--- src/rtl/div_array_sched.sv ---
// div_array_sched: two-requester round-robin front end for an external
// combinational 16/8 restoring array divider. Accepts one request at a time,
// waits SETTLE_CYCLES for the array to settle, captures the result and holds
// it on a valid/ready response channel. Divide-by-zero bypasses the array.
//
// Parameters:
//   SETTLE_CYCLES  cycles the array is given to settle (1..15)
// Ports:
//   clk, rst                 clock, asynchronous active-high reset
//   reqk_valid/ready/n/d     request channel k (k = 0,1): dividend, divisor
//   div_n, div_d             operands driven into the divider array
//   div_q, div_r             quotient / remainder returned by the array
//   rsp_valid/ready          response handshake
//   rsp_id, rsp_q, rsp_r     requester index, quotient, remainder
//   rsp_dz, rsp_ovf          divide-by-zero, quotient overflow
// Configuration:
//   DIV_SCHED_OVF_CHECK_EN   when defined, flags quotient overflow at accept
//                            (n[15:8] >= d, d != 0); otherwise rsp_ovf is 0.

module div_array_sched #(
    parameter int unsigned SETTLE_CYCLES = 2
) (
    input  logic        clk,
    input  logic        rst,
    input  logic        req0_valid,
    output logic        req0_ready,
    input  logic [15:0] req0_n,
    input  logic [7:0]  req0_d,
    input  logic        req1_valid,
    output logic        req1_ready,
    input  logic [15:0] req1_n,
    input  logic [7:0]  req1_d,
    output logic [15:0] div_n,
    output logic [7:0]  div_d,
    input  logic [7:0]  div_q,
    input  logic [7:0]  div_r,
    output logic        rsp_valid,
    input  logic        rsp_ready,
    output logic        rsp_id,
    output logic [7:0]  rsp_q,
    output logic [7:0]  rsp_r,
    output logic        rsp_dz,
    output logic        rsp_ovf
);

    localparam int unsigned NW = 16;
    localparam int unsigned DW = 8;
    localparam int unsigned CW = 4;

    typedef enum logic [1:0] {
        IDLE   = 2'd0,
        SETTLE = 2'd1,
        DONE   = 2'd2
    } state_t;

    state_t        state, state_nx;
    logic [CW-1:0] cnt, cnt_nx;
    logic          last_grant, last_grant_nx;
    logic [NW-1:0] n_nx;
    logic [DW-1:0] d_nx;
    logic          id_nx;
    logic [DW-1:0] q_nx, r_nx;
    logic          dz_nx;

    logic          gnt0, gnt1;
    logic          accept;
    logic          acc_id;
    logic [NW-1:0] acc_n;
    logic [DW-1:0] acc_d;

    // Round-robin grant: a lone requester wins; on contention the one not
    // granted last wins.
    assign gnt0   = req0_valid & (~req1_valid | last_grant);
    assign gnt1   = req1_valid & (~req0_valid | ~last_grant);
    assign accept = (state == IDLE) & (gnt0 | gnt1);
    assign acc_id = gnt1;
    assign acc_n  = gnt1 ? req1_n : req0_n;
    assign acc_d  = gnt1 ? req1_d : req0_d;

    assign req0_ready = (state == IDLE) & gnt0;
    assign req1_ready = (state == IDLE) & gnt1;
    assign rsp_valid  = (state == DONE);

    // Next-state and datapath load logic.
    always_comb begin
        state_nx      = state;
        cnt_nx        = cnt;
        last_grant_nx = last_grant;
        n_nx          = div_n;
        d_nx          = div_d;
        id_nx         = rsp_id;
        q_nx          = rsp_q;
        r_nx          = rsp_r;
        dz_nx         = rsp_dz;
        case (state)
            IDLE: begin
                if (accept) begin
                    last_grant_nx = acc_id;
                    n_nx          = acc_n;
                    d_nx          = acc_d;
                    id_nx         = acc_id;
                    if (acc_d == '0) begin
                        // Array output is meaningless for d == 0; answer directly.
                        state_nx = DONE;
                        cnt_nx   = '0;
                        q_nx     = 8'hFF;
                        r_nx     = acc_n[DW-1:0];
                        dz_nx    = 1'b1;
                    end else begin
                        state_nx = SETTLE;
                        cnt_nx   = CW'(SETTLE_CYCLES - 1);
                        dz_nx    = 1'b0;
                    end
                end
            end
            SETTLE: begin
                if (cnt == '0) begin
                    state_nx = DONE;
                    q_nx     = div_q;
                    r_nx     = div_r;
                end else begin
                    cnt_nx = cnt - CW'(1);
                end
            end
            DONE: begin
                if (rsp_ready) begin
                    state_nx = IDLE;
                end
            end
            default: begin
                state_nx = IDLE;
            end
        endcase
    end

    // State and output registers.
    always_ff @(posedge clk or posedge rst) begin
        if (rst) begin
            state      <= IDLE;
            cnt        <= '0;
            last_grant <= 1'b1;
            div_n      <= '0;
            div_d      <= '0;
            rsp_id     <= 1'b0;
            rsp_q      <= '0;
            rsp_r      <= '0;
            rsp_dz     <= 1'b0;
        end else begin
            state      <= state_nx;
            cnt        <= cnt_nx;
            last_grant <= last_grant_nx;
            div_n      <= n_nx;
            div_d      <= d_nx;
            rsp_id     <= id_nx;
            rsp_q      <= q_nx;
            rsp_r      <= r_nx;
            rsp_dz     <= dz_nx;
        end
    end

`ifdef DIV_SCHED_OVF_CHECK_EN
    logic ovf_flag, ovf_nx;

    // Quotient cannot fit in 8 bits when the dividend's high byte reaches d.
    always_comb begin
        ovf_nx = ovf_flag;
        if (accept) begin
            ovf_nx = (acc_n[NW-1:DW] >= acc_d) && (acc_d != '0);
        end
    end

    always_ff @(posedge clk or posedge rst) begin
        if (rst) begin
            ovf_flag <= 1'b0;
        end else begin
            ovf_flag <= ovf_nx;
        end
    end

    assign rsp_ovf = ovf_flag;
`else
    assign rsp_ovf = 1'b0;
`endif

endmodule
--- config.mk ---
export PLATFORM = sky130hd
export DESIGN_NAME = div_array_sched
export DESIGN_NICKNAME = d
export VERILOG_FILES = /design/src/rtl/div_array_sched.sv
export SDC_FILE = /design/constraint.sdc
export NUM_CORES = 1
export LEC_CHECK = 0
export ABC_CLOCK_PERIOD_IN_PS = 2660
export CAP_MARGIN = 40
export CORE_MARGIN = 3
export CORE_UTILIZATION = 41
export CTS_BUF_LIST = sky130_fd_sc_hd__clkbuf_4
export CTS_CLUSTER_DIAMETER = 60
export DETAILED_ROUTE_END_ITERATION = 16
export HOLD_SLACK_MARGIN = 0.08
export PLACE_DENSITY_LB_ADDON = 0.2
export SETUP_SLACK_MARGIN = 0.15
export SLEW_MARGIN = 25
export SYNTH_ARGS = -nofsm -noshare
export SYNTH_HDL_FRONTEND = slang
export SYNTH_SLANG_ARGS = --single-unit
--- constraint.sdc ---
create_clock -name clk -period 2.66 [get_ports clk]
set_input_delay 0.665 -clock clk [delete_from_list [all_inputs] [get_ports clk]]
set_output_delay 0.665 -clock clk [all_outputs]
set_load 0.005 [all_outputs]
* After elaboration in Yosys (flattened, before gate mapping)
Index checks and enable logic that the tools add are counted.
** Storage, ports and cells
- Register bits after elaboration :: 49
- Logic and storage cells :: 56
- Bits of input ports :: 69
- Output and inout port bits :: 46
** Cells by class
- Add/sub/neg operators :: 1
- Reduce and logical (&&, ||, !) cells :: 8
- Bitwise operators :: 11
- Multiplexer cells :: 20
- Equality and inequality tests :: 7
** Operators by type and width (count)
- $mux 8 :: 7
- $pmux 8 s2 :: 2
- $mux 16 :: 1
- $logic_not 8->1 :: 1
- $mux 2 :: 4
- $mux 4 :: 2
- $pmux 4 s2 :: 1
- $ne 2x2->1 const B :: 3
- $pmux 2 s3 :: 1
- $reduce_and 3->1 :: 2
- $and 1x1->1 :: 5
- $logic_not 4->1 :: 1
- $ne 2x1->1 const B :: 2
- $reduce_and 4->1 :: 1
- $sub 4x1->4 const B :: 1
- $not 1->1 :: 3
- $or 1x1->1 :: 3
- $eq 2x1->1 const B :: 1
- $eq 2x2->1 const B :: 1
- $logic_not 2->1 :: 1
- $mux 1 :: 2
- $reduce_and 2->1 :: 1
- $reduce_bool 2->1 :: 1

* Longest topological paths before layout
Gate-level depths: netlist of run 1.
- Word-level depth :: 8
- Gate-level depth with buffers :: 7
- Depth with buffers taken out :: 6

* Least setup slack after synthesis of run 1
No wires, ideal clock.
- Path type :: reg-to-reg
- Start point :: register cnt[0]
- End point :: register rsp_r[7]
- Setup time :: 125 ps
- Buffers on the path :: 1
- Required time :: 2535 ps
- Setup slack :: 495 ps
- Clock period less this slack :: 2165 ps
- Data arrival time :: 2040 ps
- Cell stages (with the launch flop) :: 8
- Path through :: dfrtp_1 inv_1 ha_1 or3b_4 a211o_1 nor3_4 buf_6 mux2_4
** On the way
- Cells in the longest elaborated chain, start to end :: 3
** RTL lines
- from (decl) :: line 57 : logic [CW-1:0] cnt, cnt_nx;
- from (signal assigned) :: line 150 : cnt <= cnt_nx;
- $logic_not 4->1 :: line 117 : if (cnt == '0) begin
- $ne 2x2->1 (no source line)
- $reduce_and 4->1 (no source line)
- to (signal assigned) :: line 156 : rsp_r <= r_nx;
- to (decl) :: line 41 : output logic [7:0] rsp_r,
Every way passes these cells.
A chain may end at the register's enable or synchronous reset.

* Worst setup path after layout of run 1
- Start point :: input port req1_valid
- End point :: output port req1_ready
** On the way
- Cells in the longest elaborated chain, start to end :: 2
** RTL lines
- from (decl) :: line 29 : input logic req1_valid,
- $and 1x1->1 :: line 74 : assign gnt1 = req1_valid & (~req0_valid | ~last_grant);
- $and 1x1->1 :: line 81 : assign req1_ready = (state == IDLE) & gnt1;
- to (decl) :: line 30 : output logic req1_ready,
Every way passes these cells.

==> results of run 1 <==
## flip-flops by register name (all words and copies together), names as in the netlist
register	flops
cnt	4
div_d	8
div_n	16
last_grant	1
rsp_dz	1
rsp_id	1
rsp_q	8
rsp_r	8
state	2
## per-stage QoR
step | area [um^2] | instances | setup slack (ps)
after global placement | 3586 | 418 | -94.26
after CTS | 3649 | 426 | 204.6
after detailed placement | 3586 | 418 | -161.5
after global routing | 3649 | 426 | 152.6
after floorplan | 2308 | 235 | 494.5
final | 3649 | 426 | 207.4
## layer usage
metal / part of all wire / GRT usage
met1: 0.44 / 0.2612
met2: 0.48 / 0.3186
met3: 0.069 / 0.05100
met4: 0.010 / 0.05236
met5: 0 / 0
## cells by family after synthesis
| logic type | share of synthesized area |
|---|---|
| buffers and inverters | 0.04065 |
| other | 0.001624 |
| xor gates and xnor gates | 0.007589 |
| muxes | 0.08022 |
| adders and majority gates | 0.01084 |
| AOI/OAI and AO/OA | 0.1550 |
| DFF | 0.5317 |
| and+or+nand+nor | 0.1724 |
## worst max path at each step
stage,endpoint,depth (start not counted)
3_5_place_dp,req1_ready,4
4_1_cts,req1_ready,4
6_report,req1_ready,4
5_1_grt,req1_ready,4
3_3_place_gp,req1_ready,4
2_1_floorplan,rsp_r[7]$_DFFE_PP0P_,7
## cells in the mapped netlist
cell	count
or3b_4	1
a21oi_1	10
mux2_4	1
buf_1	2
nor2_1	29
dfrtp_1	48
nor4_1	4
a211oi_1	2
nand2b_1	2
nor3_4	1
a211o_1	1
o21a_1	1
nor3_1	3
a21bo_2	1
nor2b_1	2
a21boi_1	1
clkbuf_1	9
o22a_2	8
or2_2	1
a21o_2	1
conb_1	1
buf_4	1
nand3_1	5
xor2_1	2
inv_1	5
and4b_2	1
a31oi_1	17
buf_2	3
nand2_1	41
mux2i_1	8
o21ai_0	8
a221oi_1	1
a21o_1	2
dfstp_2	1
buf_6	1
mux2_2	8
ha_1	2
## worst max-delay path: stages
cell	delay [ps]
clkdlybuf4s50_1	490
a21bo_2	240
nor3_2	140
dlygate4sd2_1	260
## cell type report
type                       instances  area, um^2
sequential                        49        1227
timing repair buffer             129        1261
clock buffer                       6       45.04
inverter                           5       18.77
clock inverter                     2       10.01
fill                             447        1622
multi-input combinational        165       998.5
tap                               70       87.58
## what timing repair did
item,in CTS,in global routing
setup endpoints to repair,2,0
gates resized for setup,4,0
endpoints found under the hold margin,0,0
## cells in the final DEF (no fill, tap or decap), drive strengths merged
master,netlist,final
clkdlybuf4s50,0,111
dfrtp,48,48
nand2,41,41
nor2,29,29
a31oi,17,17
buf,7,16
a21oi,10,10
mux2,9,9
o22a,8,8
mux2i,8,8
o21ai,8,8
clkbuf,9,6
nand3,5,5
inv,5,5
nor4,4,4
nor3,4,4
a21o,3,3
a211oi,2,2
nand2b,2,2
nor2b,2,2
xor2,2,2
ha,2,2
clkinv,0,2
dlygate4sd2,0,2
o21a,1,1
a21boi,1,1
a21bo,1,1
or3b,1,1
a211o,1,1
or2,1,1
and4b,1,1
a221oi,1,1
conb,1,1
dfstp,1,1
## power by group through the flow
stage / Combinational (mW) / Sequential (mW) / Clock [mW]
2_1_floorplan: 0.952 / 1.34 / 0
3_3_place_gp: 1.95 / 1.33 / 0
3_5_place_dp: 1.99 / 1.34 / 0
4_1_cts: 2.00 / 1.32 / 0.354
5_1_grt: 2.17 / 1.37 / 0.393
6_report: 1.97 / 1.32 / 0.339
==> out/results.ini, run 1 <==
[detailed_routing]
antenna_left = 0
routed_via_density = 4.988
drtIter0Drc = 64
drcViolationCount = 0
routed_wl_um = 6173
drt_first_pass_iters = 4
route.detailed.wl_per_inst_um = 14.49
routed-via-count = 2125

[worst_hold_path]
hold-path-cell-count = 1
min-delay-start = rsp_id$_DFFE_PP0P_
whs_endpoint = rsp_id$_DFFE_PP0P_
hold_path.class = reg -> reg

[yosys]
syn-instance-count = 235
synth_warnings = 0
biggest_area_contributors_in_the_synthesized_netlist = dfrtp_1 52%, nand2_1 6.7%, nor2_1 4.7%
post_synth.cell_area_avg_um2 = 9.823
synth_seq_area_share = 0.5317
mappedNetlistNets = 306
ys_seq_elements = 49
post-synth-top-area-cell = dfrtp_1
post-synth-top-area-fraction = 0.5203
synth_cell_type_count = 37
mapped_cell_area_um2 = 2308

[final_layout]
layout.core_utilization = 0.6923
area_growth_syn_to_layout_pct = 58.05
nets = 426
antenna_cells_inserted = 0
drive_gt1_frac = 0.1461

[status]
run_status = finished clean

[power]
power.leakage_nw = 1.554
power.share.sequential = 0.364
cell_internal_pwr_mw = 2.400
power.total_mw = 3.630
maximum_vdd_drop_v = 0.0004720
power.density_nw_per_um2 = 995.0
sw_frac_of_total = 0.3389
combinationalPowerShare = 0.542
p_switching_mw = 1.230
clock_power_share = 0.093

[sta]
rsz0062_at_grt = no
clock_skew_ps = 18.16
total_count_of_max_transition_violations_in_the_final_report = 0
period_share = 0.9220
number_of_failing_setup_endpoints_in_the_final_timing_report = 0
hold-worst-slack_ps = 505.0
final_hold_viol_count = 0
finalWorstPathRequiredPeriod_ps = 2453
setup_tns_ps = 0
fmax_ghz = 0.4077

[critical_path]
regToRegStartpoint = cnt[0]$_DFFE_PP0P_
ff2ff_path_depth = 7
crit_type = in -> out
worst-endpoint-required_ps = 2000
ff2ff_setup_slack_ps = 470
start_kind = input port
worstPathArrival_ps = 1790
path_max_fanout = 2
worst_setup_path_end_kind = output port
r2r_end = rsp_r[4]$_DFFE_PP0P_
crit_start = req1_valid

[die]
io-pin-count = 115
die-width_um = 81.04
die_h_um = 81.04
core_um2 = 5270
floorplan.rows = 26
die_area_um2 = 6567
initial_standard_cell_utilization_of_the_core = 0.4380

[clock_tree]
clk_path_buf_depth = 2
clkTransAtPathRegs_ps = 130
clk_latency_ps = 360
cts.htree.levels = 2
cts_tree = done
cts.sink_count = 49
cts_inserted_buffers = 5
ctsHoldBuffers = 0
clock-root-buffer = clkbuf_4
cts_post_setup_buffers_inserted = 0

[place]
number_of_buffers_inserted_by_port_buffering = 113
place_congestion = 0.8560
dp_hpwl_um = 4755

[grt]
grt_antenna_before_repair = 0
grt_pass1_wl_um = 9922
globalRouteOverflowTotal = 0
grt_util_all_layers = 0.1964
grt_max_degree = 38
number_of_global_route_vias_before_repair = 2070

[flow_run]
max-cap-violations = 0

Power figures use the tool's default switching activity.
==> inputs of run 2 (changes only) <==
- CORE_ASPECT_RATIO: not set -> 1.1
==> out/results.ini, run 2 (synthesis gave the netlist of run 1 again) <==
[critical_path]
start_kind = input port
worst-endpoint-required_ps = 2000
cp_slowest_cell = clkdlybuf4s50_1
crit_type = in -> out
critical_path.max_stage_delay_ps = 470
cpLargestDelayFamily = buffers and inverters
path_max_fanout = 2
worstPathBufferInverterCount = 2
worstPathArrival_ps = 1750
worstPathCellList = clkdlybuf4s50_1, a21bo_2, nor3_2, dlygate4sd2_1
worst_setup_path_end_kind = output port

[power]
power.leakage_nw = 1.553
clock_power_share = 0.094
maximum_vdd_drop_v = 0.0005074
combinationalPowerShare = 0.536
power.share.sequential = 0.370
cell_internal_pwr_mw = 2.385
power.total_mw = 3.607
sw_frac_of_total = 0.3386
power.density_nw_per_um2 = 986.8
p_switching_mw = 1.221

[final_layout]
nets = 425
area_growth_syn_to_layout_pct = 58.32
drive_gt1_frac = 0.1408
top_register = div_n
largest_register_ffs = 16
mostFrequentLayoutCell = clkdlybuf4s50_1
antenna_cells_inserted = 0
num-fill-cells = 444
most-common-layout-cells = 111 x clkdlybuf4s50_1, 48 x dfrtp_1, 41 x nand2_1

[detailed_routing]
routed_wl_um = 5906
drtIter0Drc = 115
drt_first_pass_iters = 4
route.detailed.wl_per_inst_um = 13.73
routed_via_density = 4.958
drcViolationCount = 0
routed-via-count = 2132
antenna_left = 0

[sta]
total_count_of_max_transition_violations_in_the_final_report = 0
hold-worst-slack_ps = 502.3
final.setup.worst_slack_ps = 247.4
number_of_failing_setup_endpoints_in_the_final_timing_report = 0
finalWorstPathRequiredPeriod_ps = 2413
fmax_ghz = 0.4145
final_hold_viol_count = 0
clock_skew_ps = 3.767
period_share = 0.9070
rsz0062_at_grt = no
setup_tns_ps = 0

[grt]
grt_met1_usage = 0.2238
grt_use_met3 = 0.05579
number_of_global_route_vias_before_repair = 2168
grt_max_degree = 32
grt_util_all_layers = 0.1913
grt_pass1_wl_um = 10050
global_route.usage.met2 = 0.3370
globalRouteOverflowTotal = 0
grt_antenna_before_repair = 0
grt.busiest_layer = met2

[die]
io-pin-count = 115
core_um2 = 5430
floorplan.rows = 28
die_h_um = 84.70
die-width_um = 77.55
die_area_um2 = 6568
initial_standard_cell_utilization_of_the_core = 0.4251

[clock_tree]
ctsHoldBuffers = 0
clock-root-buffer = clkbuf_4
clk_path_buf_depth = 2
cts_inserted_buffers = 5
clk_latency_ps = 350
post_cts_resized = 3
clkTransAtPathRegs_ps = 130
cts_post_setup_buffers_inserted = 0
cts.sink_count = 49
cts.htree.levels = 2
cts_tree = done

[place]
preCtsSetupSlack_ps = -115.8
place_congestion = 0.8137
dp_hpwl_um = 4397
number_of_buffers_inserted_by_port_buffering = 113

[flow_run]
max-cap-violations = 0

[worst_hold_path]
hold_path.class = reg -> reg

[status]
run_status = finished clean

run 2: changes by cell type in the layout (fill, tap and decap cells not counted), sizes merged:
cell | previous run | this run
buf | 16 | 15
run 2: final timing paths:
path | start | end | slack (ps) | cells past startpoint
max in group asynchronous | rst | last_grant$_DFFE_PP1P_ | 1470 | 3
min | rsp_id$_DFFE_PP0P_ | rsp_id$_DFFE_PP0P_ | 500 | 1
min in group asynchronous | rst | div_n[9]$_DFFE_PP0P_ | 610 | 2
min reg2reg | rsp_id$_DFFE_PP0P_ | rsp_id$_DFFE_PP0P_ | 500 | 1
max reg2reg | cnt[0]$_DFFE_PP0P_ | rsp_r[2]$_DFFE_PP0P_ | 460 | 7
max | req1_valid | req1_ready | 250 | 4
run 2: layout make-up:
cell class / count / area, um^2 / area share
Inverter: 5 / 18.77 / 0.005135
Multi-Input combinational cell: 165 / 993.5 / 0.2718
Sequential cell: 49 / 1227 / 0.3358
Clock inverter: 2 / 10.01 / 0.002739
Tap cell: 75 / 93.84 / 0.02568
Timing Repair Buffer: 128 / 1266 / 0.3465
Clock buffer: 6 / 45.04 / 0.01232
run 2: metal layers:
| metal | up-vias | share of wire | wire length, um |
|---|---|---|---|
| met5 | - | 0 | 0 |
| met4 | 0 | 0.016 | 93 |
| met3 | 7 | 0.066 | 387 |
| met2 | 78 | 0.50 | 2979 |
| met1 | 993 | 0.41 | 2446 |
| li1 | 1054 | - | - |
run 2: stage by stage:
step | area, um^2 | cells | utilization
2_1_floorplan | 2308 | 235 | -
3_3_place_gp | 3597 | 422 | 0.6624
3_5_place_dp | 3597 | 422 | 0.6624
4_1_cts | 3655 | 430 | 0.6730
5_1_grt | 3655 | 430 | 0.6730
6_report | 3655 | 430 | 0.6730
run 2: power groups by stage:
stage	combinational [mW]	clock, mW	sequential [mW]
floorplan	0.952	0	1.34
global placement	1.93	0	1.34
detailed placement	1.97	0	1.35
CTS	1.97	0.361	1.34
global route	2.13	0.377	1.40
finish	1.93	0.338	1.34
run 2: worst register-to-register path, cell delays in order, from the launching register on:
cell and delay [ps]:
dfrtp_1 420, inv_1 110, ha_1 150, or3b_4 410, a211o_1 340, nor3_4 150, buf_12 180, mux2_2 340
